--- src/rtl/traffic_light_pkg.sv ---
// rtl/traffic_light_pkg.sv - shared phase, lamp and fault encodings for the traffic-light lamp bus
package traffic_light_pkg;

  localparam logic [1:0] PH_SYNC   = 2'd0;
  localparam logic [1:0] PH_RED    = 2'd1;
  localparam logic [1:0] PH_GREEN  = 2'd2;
  localparam logic [1:0] PH_YELLOW = 2'd3;

  typedef enum logic [2:0] {
    L_DARK  = 3'd0,
    L_R     = 3'd1,
    L_G     = 3'd2,
    L_Y     = 3'd3,
    L_MULTI = 3'd4
  } lamp_e;

  typedef enum logic [2:0] {
    F_NONE  = 3'd0,
    F_MULTI = 3'd1,
    F_DARK  = 3'd2,
    F_ORDER = 3'd3,
    F_SHORT = 3'd4,
    F_LONG  = 3'd5
  } fault_e;

endpackage

--- src/rtl/tl_lamp_decode.sv ---
// rtl/tl_lamp_decode.sv - maps the raw {red,yellow,green} lines to a single lamp symbol
module tl_lamp_decode
  import traffic_light_pkg::*;
(
  input  logic  red_i,
  input  logic  yellow_i,
  input  logic  green_i,
  output lamp_e lamp_o
);

  always_comb begin
    case ({red_i, yellow_i, green_i})
      3'b100:  lamp_o = L_R;
      3'b001:  lamp_o = L_G;
      3'b010:  lamp_o = L_Y;
      3'b000:  lamp_o = L_DARK;
      default: lamp_o = L_MULTI;
    endcase
  end

endmodule

--- src/rtl/traffic_light_monitor.sv ---
// rtl/traffic_light_monitor.sv - checks lamp phase order and dwell times, latches the first fault
module traffic_light_monitor
  import traffic_light_pkg::*;
#(
  parameter int RED_CYCLES    = 32,
  parameter int GREEN_CYCLES  = 20,
  parameter int YELLOW_CYCLES = 7,
  parameter int TOL           = 1,
  parameter int CNT_W         = 8
) (
  input  logic        clk,
  input  logic        reset_n,
  input  logic        enable,
  input  logic        red,
  input  logic        yellow,
  input  logic        green,
  input  logic        clear_fault,
  output logic [1:0]  phase,
  output logic        fault,
  output logic [2:0]  fault_code,
  output logic        cycle_done,
  output logic [15:0] cycle_count
);

  typedef enum logic [2:0] {ST_SYNC, ST_RED, ST_GREEN, ST_YELLOW, ST_FAULT} state_e;

  localparam logic [CNT_W-1:0] RED_HI = CNT_W'(RED_CYCLES + TOL);
  localparam logic [CNT_W-1:0] GRN_HI = CNT_W'(GREEN_CYCLES + TOL);
  localparam logic [CNT_W-1:0] YEL_HI = CNT_W'(YELLOW_CYCLES + TOL);
  localparam logic [CNT_W-1:0] RED_LO = CNT_W'((RED_CYCLES > TOL) ? RED_CYCLES - TOL : 0);
  localparam logic [CNT_W-1:0] GRN_LO = CNT_W'((GREEN_CYCLES > TOL) ? GREEN_CYCLES - TOL : 0);
  localparam logic [CNT_W-1:0] YEL_LO = CNT_W'((YELLOW_CYCLES > TOL) ? YELLOW_CYCLES - TOL : 0);

  state_e           state_q;
  logic [CNT_W-1:0] dwell_q;
  logic             first_q;
  logic [1:0]       phase_q;
  logic             fault_q;
  fault_e           fault_code_q;
  logic             cycle_done_q;
  logic [15:0]      cycle_count_q;

  lamp_e            lamp;
  lamp_e            cur_lamp;
  lamp_e            nxt_lamp;
  state_e           nxt_state;
  logic [1:0]       nxt_phase;
  logic [CNT_W-1:0] nom_hi;
  logic [CNT_W-1:0] nom_lo;
  logic [CNT_W-1:0] dwell_d;
  fault_e           cause;
  logic             hold;
  logic             advance;

  tl_lamp_decode u_decode (
    .red_i    (red),
    .yellow_i (yellow),
    .green_i  (green),
    .lamp_o   (lamp)
  );

  always_comb begin
    cur_lamp  = L_DARK;
    nxt_lamp  = L_DARK;
    nxt_state = ST_SYNC;
    nxt_phase = PH_SYNC;
    nom_hi    = '0;
    nom_lo    = '0;
    case (state_q)
      ST_RED:    begin cur_lamp = L_R; nxt_lamp = L_G; nxt_state = ST_GREEN;
                       nxt_phase = PH_GREEN;  nom_hi = RED_HI; nom_lo = RED_LO; end
      ST_GREEN:  begin cur_lamp = L_G; nxt_lamp = L_Y; nxt_state = ST_YELLOW;
                       nxt_phase = PH_YELLOW; nom_hi = GRN_HI; nom_lo = GRN_LO; end
      ST_YELLOW: begin cur_lamp = L_Y; nxt_lamp = L_R; nxt_state = ST_RED;
                       nxt_phase = PH_RED;    nom_hi = YEL_HI; nom_lo = YEL_LO; end
      default:   ;
    endcase
  end

  // Each sample yields one cause at most, so the priority order falls out of the if-chain.
  always_comb begin
    dwell_d = (&dwell_q) ? dwell_q : dwell_q + CNT_W'(1);
    cause   = F_NONE;
    hold    = 1'b0;
    advance = 1'b0;
    if (state_q == ST_SYNC) begin
      if (lamp == L_MULTI) cause = F_MULTI;
    end else if (state_q != ST_FAULT) begin
      if (lamp == L_MULTI)           cause = F_MULTI;
      else if (lamp == L_DARK)       cause = F_DARK;
      else if (lamp == cur_lamp) begin
        hold = 1'b1;
        if (dwell_d > nom_hi)        cause = F_LONG;
      end else if (lamp == nxt_lamp) begin
        if (!first_q && dwell_q < nom_lo) cause = F_SHORT;
        else                         advance = 1'b1;
      end else                       cause = F_ORDER;
    end
  end

  always_ff @(posedge clk or negedge reset_n) begin
    if (!reset_n) begin
      state_q       <= ST_SYNC;
      dwell_q       <= '0;
      first_q       <= 1'b1;
      phase_q       <= PH_SYNC;
      fault_q       <= 1'b0;
      fault_code_q  <= F_NONE;
      cycle_done_q  <= 1'b0;
      cycle_count_q <= '0;
    end else begin
      cycle_done_q <= 1'b0;
      if (state_q == ST_FAULT) begin
        if (clear_fault) begin
          state_q      <= ST_SYNC;
          fault_q      <= 1'b0;
          fault_code_q <= F_NONE;
          dwell_q      <= '0;
          first_q      <= 1'b1;
        end
      end else if (enable) begin
        if (cause != F_NONE) begin
          state_q      <= ST_FAULT;
          fault_q      <= 1'b1;
          fault_code_q <= cause;
          phase_q      <= PH_SYNC;
        end else if (state_q == ST_SYNC) begin
          if (lamp == L_R) begin
            state_q <= ST_RED;
            phase_q <= PH_RED;
            dwell_q <= CNT_W'(1);
            first_q <= 1'b1;
          end
        end else if (hold) begin
          dwell_q <= dwell_d;
        end else if (advance) begin
          state_q <= nxt_state;
          phase_q <= nxt_phase;
          dwell_q <= CNT_W'(1);
          first_q <= 1'b0;
          if (state_q == ST_YELLOW) begin
            cycle_done_q <= 1'b1;
            if (cycle_count_q != 16'hFFFF) cycle_count_q <= cycle_count_q + 16'd1;
          end
        end
      end
    end
  end

  assign phase       = phase_q;
  assign fault       = fault_q;
  assign fault_code  = fault_code_q;
  assign cycle_done  = cycle_done_q;
  assign cycle_count = cycle_count_q;

endmodule
--- config.mk ---
export PLATFORM = sky130hd
export DESIGN_NAME = traffic_light_monitor
export DESIGN_NICKNAME = d
export VERILOG_FILES = /design/src/rtl/traffic_light_pkg.sv /design/src/rtl/tl_lamp_decode.sv /design/src/rtl/traffic_light_monitor.sv
export SDC_FILE = /design/constraint.sdc
export NUM_CORES = 1
export LEC_CHECK = 0
export BUFFER_PORTS_ARGS = -buffer_cell sky130_fd_sc_hd__buf_2
export CAP_MARGIN = 0
export CORE_UTILIZATION = 50
export DETAILED_ROUTE_END_ITERATION = 8
export PLACE_DENSITY = 0.66
export SLEW_MARGIN = 10
export SYNTH_ARGS = -nofsm -noshare
export SYNTH_HDL_FRONTEND = slang
export SYNTH_SLANG_ARGS = --single-unit
--- constraint.sdc ---
create_clock -name clk -period 6.8 [get_ports clk]
set_input_delay 0.68 -clock clk [delete_from_list [all_inputs] [get_ports clk]]
set_output_delay 0.68 -clock clk [all_outputs]
set_load 0.05 [all_outputs]
# == Yosys cells after proc, flatten, opt, wreduce, memory -nomap -nowiden ==
# Cells that the tools add are included.
# word_totals
elab_cells,127
output_inout_bits,23
input_bits,7
register_bits,35
# classes
eq_ne,21
bitwise_logic,4
order_cmp,2
n_reduce_logical,19
add_sub_neg,2
n_mux,71
# op_table
operator,n
$mux 8,9
$mux 3,19
$mux 1,32
$pmux 2 s3,3
$pmux 6 s3,1
$add 16x1->16 const B,1
$ne 16x16->1 const B,1
$reduce_and 8->1,2
$pmux 5 s3,1
$reduce_and 5->1,3
$ne 3x1->1 const B,4
$pmux 3 s4,1
$mux 2,5
$eq 3x1->1 const B,3
$eq 3x2->1 const B,3
$eq 3x3->1 const B,3
$logic_not 3->1,3
$reduce_bool 3->1,3
$add 8x1->8 const B,1
$gt 8x8->1,1
$lt 8x8->1,1
$ne 4x1->1 const B,2
$reduce_bool 4->1,2
$eq 3x3->1,2
other kinds (8),13

# == Longest topological paths before layout ==
# Gate-level depths: netlist of the first run.
# logic_depth
ltp_word,17
ltp_mapped,15
ltp_nobuf,14

# == Cells and area by module ==
# A second synthesis of the first run with hierarchy kept.
# hier_totals
hier_cells,251
area_unflattened_um2,2393.5
# modules_own_cells
module,area_each_um2,cells_each,instances,seq_area_each_um2
traffic_light_monitor,2357.3,246,1,877.1
tl_lamp_decode,36.3,5,1,0.0

# == Least setup slack after synthesis of the first run ==
# Ideal clock, no wire load.
# synth_path
kind,register to register
start,register dwell_q[0]
end,register dwell_q[5]
required_time_ps,6734
t_arrival_ps,2990
path_buffers,0
path_stages_with_launch,14
path_slack_ps,3744
setup_time_ps,66
period_less_slack_ps,3056
cell_sequence,dfrtp_1 ha_1 and4_1 nand2_1 nand3_1 o21a_1 ha_1 and2_1 o311ai_1 a21oi_1 o32ai_4 o211ai_2 or4_1 nand2_1
# synth_via
elab_chain_len,12
elab_cells_between_ends,30
cone_classes,add/sub: 1; order compare: 2; eq/ne: 1; mux: 21; reduce/logical: 5
# synth_rtl
element,line,text
"start, declared",traffic_light_monitor.sv:35,logic [CNT_W-1:0] dwell_q;
"start signal, assigned",traffic_light_monitor.sv:135,dwell_q <= dwell_d;
"$add 8x1->8, or another cell as far along",traffic_light_monitor.sv:82,dwell_d = (&dwell_q) ? dwell_q : dwell_q + CNT_W'(1);
$mux 8 or $logic_and 1x1->1 (tied branches),"traffic_light_monitor.sv:82, traffic_light_monitor.sv:95",
$gt 8x8->1 or $mux 3 (tied branches),"traffic_light_monitor.sv:93, traffic_light_monitor.sv:95",
$mux 3 (on tied branches),"traffic_light_monitor.sv:93, traffic_light_monitor.sv:94",
$mux 3,traffic_light_monitor.sv:91,else if (lamp == cur_lamp) begin
$mux 3,traffic_light_monitor.sv:90,else if (lamp == L_DARK) cause = F_DARK;
$mux 3,traffic_light_monitor.sv:89,if (lamp == L_MULTI) cause = F_MULTI;
$mux 3,traffic_light_monitor.sv:88,end else if (state_q != ST_FAULT) begin
$mux 3,traffic_light_monitor.sv:86,if (state_q == ST_SYNC) begin
$reduce_bool 3->1,traffic_light_monitor.sv:122,if (cause != F_NONE) begin
$ne 2x2->1 (no source line),--,
$reduce_and 5->1 (no source line),--,
# Several ways; a longest one is shown, not always the timed one. The select of a mux whose other input is x is not followed.
# A chain may end at the register's enable or synchronous reset.

# == Worst setup path after layout of the first run ==
# Ends and elaborated chain as after synthesis.

==> results.py, run 1 <==
metrics = {
    "run_status": {
        "status": "complete, no violations",
    },
    "sta": {
        "fin_crit_sh_pct": 53.7,
        "hold_viol_final": 0,
        "slew_viol_final": 0,
        "slew-limit-headroom_pct": 34.2,
        "fin_worst_skew_ns": 0.00775,
        "max_freq_mhz": 274,
        "min_period_ns": 3.65,
        "totalNegativeSetupSlack_ns": 0,
        "rsz0062_at_grt": "no",
        "final-setup-viol-count": 0,
        "worst-slew-pin-transition_ns": 0.983,
    },
    "cts": {
        "cts_made_buffers": 5,
        "clk_pin_slew_ns": 0.07,
        "worstSkewPairLatency_ns": 0.28,
        "root_buffer": "clkbuf_8",
        "cts_max_level": 2,
        "cts_resized": 0,
        "holdBufCountCts": 0,
        "cts_buffer_depth": 2,
        "cts_num_sinks": 35,
        "cts_setup_buffers": 0,
        "cts_tree": "built",
    },
    "logic_synthesis": {
        "syn-num-nets": 289,
        "synth-seq-cells": 35,
        "synth_area_leaders": "dfrtp_1, ha_1, nand2_1",
        "syn_avg_cell_area_um2": 8.92,
        "synth.top_cell.area_share_pct": 35.2,
        "async_flop_share_pct": 100,
        "ys_warn_count": 0,
        "ys.flop_type": "dfrtp_1",
        "synth_area_um2": 2420,
        "synth_enable_flop_cells": 0,
        "syn_inst": 271,
        "synth_top_cell_by_area": "dfrtp_1",
        "ys_seq_area_share_pct": 36.3,
        "yosysUniqueCellTypes": 65,
    },
    "routing": {
        "via_per_inst": 6.06,
        "wirelength_um": 5350,
        "vias": 2098,
        "first_pass_iters": 4,
        "drc_errors": 0,
        "ant_nets": 0,
        "drt_iter0_markers": 190,
        "post_drt_wl_per_cell_um": 15.5,
    },
    "floorplan": {
        "die_height_um": 71.5,
        "rows": 24,
        "pin_count": 30,
        "core_um2": 4500,
        "die_x_um": 71.5,
        "start_util_pct": 53.6,
        "die_area_um2": 5110,
    },
    "worst_setup_path": {
        "crit_chain": "ha_1 > and4_1 > nand2_1 > nand3_1 > o21a_1 > ha_1 > and2_1 > o311ai_1 > a21oi_1 > o32ai_4 > o211ai_2 > or4_1 > nand2_1",
        "worstSetupPathType": "flip-flop to flip-flop",
        "critPathLaunch": "dwell_q[0]",
        "r2r-start": "dwell_q[0]",
        "path_max_fanout": 14,
        "cp.required_ns": 7.02,
        "worstSetupStartpointType": "flip-flop",
        "max_stage_delay_ns": 0.49,
        "rr_worst_depth": 13,
        "ff2ff_setup_slack_ns": 3.15,
        "cp.arrival_ns": 3.87,
        "cp_slowest_cell": "or4_1",
        "end_kind": "flip-flop",
    },
    "global_routing": {
        "grtUsageTotal_pct": 22.3,
        "grt_pass1_vias": 1931,
        "grt_max_degree": 36,
        "grt_antenna_before_repair": 0,
        "grt_first_pass_wirelength_um": 9040,
        "gr-total-overflow": 0,
    },
    "placed_design": {
        "dp_hpwl_um": 3920,
        "place_area_um2": 2550,
        "gp_congestion": 0.903,
        "dp_cells": 338,
        "port_buffers": 29,
    },
    "layout": {
        "fin_cells": 346,
        "nFillCells": 421,
        "final_util_pct": 58.4,
        "area_growth_pct": 8.86,
        "final_cell_mix": "dfrtp_1, nand2_1, buf_2",
        "final_nets": 311,
        "drive_gt1_share_pct": 16.3,
        "design_area_um2": 2630,
        "layout_commonest_cell": "dfrtp_1",
        "antenna_cells": 0,
    },
    "power_and_ir_drop": {
        "p_per_area_nw_per_um2": 307,
        "pwr-share-seq_pct": 35.5,
        "ir_worst_vdd_uv": 270,
        "power_frac_clock_pct": 17.6,
        "switching_share_pct": 44.2,
        "comb_power_share_pct": 46.9,
        "leakage_uw": 0.00126,
        "power.internal_uw": 451,
        "power.total_uw": 808,
        "p_sw_uw": 357,
    },
    "min_path": {
        "holdCritPathClass": "input pin to asynchronous set/reset pin",
    },
    "job": {
        "max_cap_violations": 0,
    },
}
## cell families after synthesis
group | after synthesis | share of synthesized area (%)
and+or+nand+nor | 107 | 24.8
AOI/OAI and AO/OA | 74 | 21.1
DFF | 35 | 36.3
buffers and inverters | 25 | 4.92
xor gates and xnor gates | 17 | 6.16
adders and majority gates | 11 | 5.70
muxes | 2 | 1.04
## power by group through the flow
| stage | registers, uW | logic, uW | clock network, uW |
|---|---|---|---|
| finish | 287 | 379 | 143 |
| global route | 293 | 420 | 155 |
| CTS | 286 | 378 | 146 |
| detailed placement | 289 | 377 | 0 |
| global placement | 290 | 374 | 0 |
| floorplan | 309 | 276 | 0 |
## state kept, by name (all words and copies together) (netlist names)
signal       cells
fault_code       3
dwell_q          8
state_q          3
phase            2
cycle_count     16
first_q          1
cycle_done       1
fault            1
## per-stage QoR
step / setup WS (ns) / hold slack (ns)
after detailed placement: 3.21 / 0.458
after CTS: 3.19 / 0.482
final: 3.15 / 0.474
after global routing: 2.92 / 0.509
after floorplan: 3.74 / 0.384
after global placement: 3.41 / 0.460
## path summary, 6_finish.rpt
path                                        end
worst max-delay path                 dwell_q[5]
worst min-delay path                 dwell_q[1]
worst max register to register       dwell_q[5]
worst min register to register            fault
max in group asynchronous       cycle_count[10]
min in group clk                          fault
## layer usage
layer	part of all wire (%)	GRT usage, %	vias up	wire length [um]
met5	0	0	-	0
li1	-	-	1038	-
met4	0.28	5.66	0	15
met1	48	33.8	995	2580
met2	46	33.0	63	2480
met3	5.3	4.08	2	282
## Yosys cell counts, drive strengths merged, types with 6 or more instances
master,n
a21oi,22
and3,7
buf,11
dfrtp,34
ha,11
inv,10
nand2,33
nand2b,7
nand3,10
nand4,7
nor2,14
o211ai,6
o21ai,12
xnor2,12
## cell type report
class | count | area, um^2 | area share, %
multi-input combinational | 211 | 1420 | 54.0
sequential | 35 | 877 | 33.3
timing repair buffer | 29 | 145 | 5.52
clock buffer | 7 | 76.3 | 2.90
tap | 52 | 65.1 | 2.47
inverter | 11 | 41.3 | 1.57
clock inverter | 1 | 5.00 | 0.190
## worst max-delay path: cells and delay by family (launching register included)
| family | cells | cell delay, ns |
|---|---|---|
| AOI/OAI and AO/OA | 5 | 1.28 |
| and+or+nand+nor | 6 | 1.25 |
| adders and majority gates | 2 | 0.62 |
| DFF | 1 | 0.46 |
No activity file was read; power rests on OpenSTA's default activity.
==> inputs of run 2 (changes only) <==
--- a/config.mk
+++ b/config.mk
@@ -9,7 +9,7 @@
 export CAP_MARGIN = 0
 export CORE_UTILIZATION = 50
 export DETAILED_ROUTE_END_ITERATION = 8
-export PLACE_DENSITY = 0.66
+export PLACE_DENSITY = 0.69
 export SLEW_MARGIN = 10
 export SYNTH_ARGS = -nofsm -noshare
 export SYNTH_HDL_FRONTEND = slang
==> constraint.sdc (replaced) <==
create_clock -name clk -period 3.2 [get_ports clk]
set_input_delay 0.32 -clock clk [delete_from_list [all_inputs] [get_ports clk]]
set_output_delay 0.32 -clock clk [all_outputs]
set_load 0.05 [all_outputs]
==> results.py, run 2 (same netlist as run 1, synthesis figures left out) <==
metrics = {
    "global_routing": {
        "grtUsageMet1_pct": 32.8,
        "grt_max_degree": 36,
        "grt_first_pass_wirelength_um": 9330,
        "gr-total-overflow": 0,
        "grt_pass1_vias": 1987,
        "grt_antenna_before_repair": 0,
        "grt-busiest-layer": "met2",
        "grtUsageMet3_pct": 4.08,
        "grtUsageTotal_pct": 22.9,
        "grtUsageMet2_pct": 36.4,
    },
    "floorplan": {
        "pin_count": 30,
        "die_height_um": 71.5,
        "rows": 24,
        "die_x_um": 71.5,
        "start_util_pct": 53.6,
        "core_um2": 4500,
        "die_area_um2": 5110,
    },
    "layout": {
        "largest_reg_flops": 16,
        "area_growth_pct": 14.6,
        "layout_commonest_cell": "dfrtp_1",
        "drive_gt1_share_pct": 22.0,
        "final_util_pct": 61.5,
        "antenna_cells": 0,
        "final_cell_mix": "dfrtp_1, nand2_1, buf_2",
        "design_area_um2": 2770,
        "final_nets": 326,
        "ff_latch_area_um2": 877,
        "multi_input_area_um2": 1440,
        "nFillCells": 404,
    },
    "routing": {
        "vias": 2122,
        "drt_iter0_markers": 127,
        "first_pass_iters": 4,
        "via_per_inst": 5.88,
        "ant_nets": 0,
        "drc_errors": 0,
        "post_drt_wl_per_cell_um": 15.5,
        "wirelength_um": 5590,
    },
    "worst_setup_path": {
        "path_max_fanout": 11,
        "max_stage_delay_ns": 0.38,
        "crit_chain": "ha_1 > buf_4 > nand4_1 > nand4_1 > xnor2_1 > ha_1 > and3b_1 > o21ai_0 > a21oi_1 > o32ai_4 > o211ai_2 > buf_4 > nor2_1 > o22a_1",
        "r2r-start": "dwell_q[0]",
        "ff2ff_setup_slack_ns": 0.22,
        "rr_worst_depth": 14,
        "worstSetupStartpointType": "flip-flop",
        "worstSetupPathType": "flip-flop to flip-flop",
        "end_kind": "flip-flop",
        "r2r-end": "dwell_q[2]",
        "cp_slowest_cell": "dfrtp_1",
        "cp.required_ns": 3.37,
        "cp.arrival_ns": 3.15,
    },
    "cts": {
        "cts_max_level": 2,
        "worstSkewPairLatency_ns": 0.28,
        "cts_tree": "built",
        "cts_buffer_depth": 2,
        "clk_pin_slew_ns": 0.06,
        "cts_num_sinks": 35,
        "root_buffer": "clkbuf_8",
        "cts_made_buffers": 5,
    },
    "sta": {
        "timing.final.ws_setup_ns": 0.219,
        "slew_viol_final": 0,
        "hold_viol_final": 0,
        "fin_worst_skew_ns": 0.00587,
        "rsz0062_at_grt": "no",
        "worst-slew-pin-transition_ns": 0.759,
        "totalNegativeSetupSlack_ns": 0,
        "min_period_ns": 2.98,
        "final-setup-viol-count": 0,
        "fin_crit_sh_pct": 93.1,
        "max_freq_mhz": 336,
        "fin_hold_ws_ns": 0.107,
        "slew-limit-headroom_pct": 49.4,
    },
    "job": {
        "max_cap_violations": 0,
    },
    "run_status": {
        "status": "complete, no violations",
    },
    "power_and_ir_drop": {
        "ir_worst_vdd_uv": 579,
        "p_per_area_nw_per_um2": 664,
        "leakage_uw": 0.00135,
    },
    "placed_design": {
        "dp_hpwl_um": 4020,
        "pre_cts_slack_ns": 0.109,
        "port_buffers": 29,
        "place_area_um2": 2650,
        "gp_congestion": 0.872,
    },
    "min_path": {
        "holdCritPathClass": "input pin to asynchronous set/reset pin",
    },
}
==> run 2: cell types whose count changed in the layout (fill, tap and decap cells not counted), sizes merged <==
cell,previous run,this run
buf,29,44
==> run 2: area by class of cell <==
cell class | count | share of cell area [%]
multi-input combinational | 211 | 51.9
sequential | 35 | 31.7
timing repair buffer | 44 | 9.31
clock buffer | 7 | 3.12
tap | 52 | 2.35
inverter | 11 | 1.49
clock inverter | 1 | 0.181
==> run 2: critical path, delay by kind of cell (launching register included) <==
kind | cells | cell delay (ns)
flip-flops | 1 | 0.38
AO/OA/AOI/OAI | 5 | 0.84
buffers and inverters | 2 | 0.37
AND/OR/NAND/NOR | 4 | 0.57
adder cells (fa/ha/maj) | 2 | 0.51
XOR/XNOR | 1 | 0.18
==> run 2: worst max-delay path by stage <==
| stage | cells past startpoint | end | start |
|---|---|---|---|
| 2_1_floorplan | 13 | dwell_q[5] | dwell_q[0] |
| 3_3_place_gp | 13 | fault_code[1] | dwell_q[0] |
| 3_5_place_dp | 13 | fault_code[1] | dwell_q[0] |
| 4_1_cts | 13 | fault_code[1] | dwell_q[0] |
| 5_1_grt | 13 | state_q[0] | dwell_q[0] |
| 6_report | 14 | dwell_q[2] | dwell_q[0] |
==> run 2: report_power, final <==
part	switching, uW	internal (uW)	total (uW)
combinational	591	369	960
clock	155	174	329
sequential	46.5	505	551
total	793	1050	1840
==> run 2: what timing repair did <==
action / 4_1_cts / 5_1_grt
hold buffers: 0 / 0
endpoints found under the setup margin: 0 / 12
gates resized for setup: 0 / 5
endpoints found under the hold margin: 0 / 0
setup buffers: 0 / 1
==> run 2: through the flow <==
| stage | cells | power [uW] |
|---|---|---|
| after floorplan | 271 | 1240 |
| after global placement | 352 | 1470 |
| after detailed placement | 352 | 1480 |
| after CTS | 360 | 1810 |
| after global routing | 361 | 1960 |
| final | 361 | 1840 |
==> run 2: layer usage <==
layer	up-vias	wire length (um)
li1	1065	-
met1	989	2650
met2	62	2570
met3	6	320
met4	0	50
met5	-	0
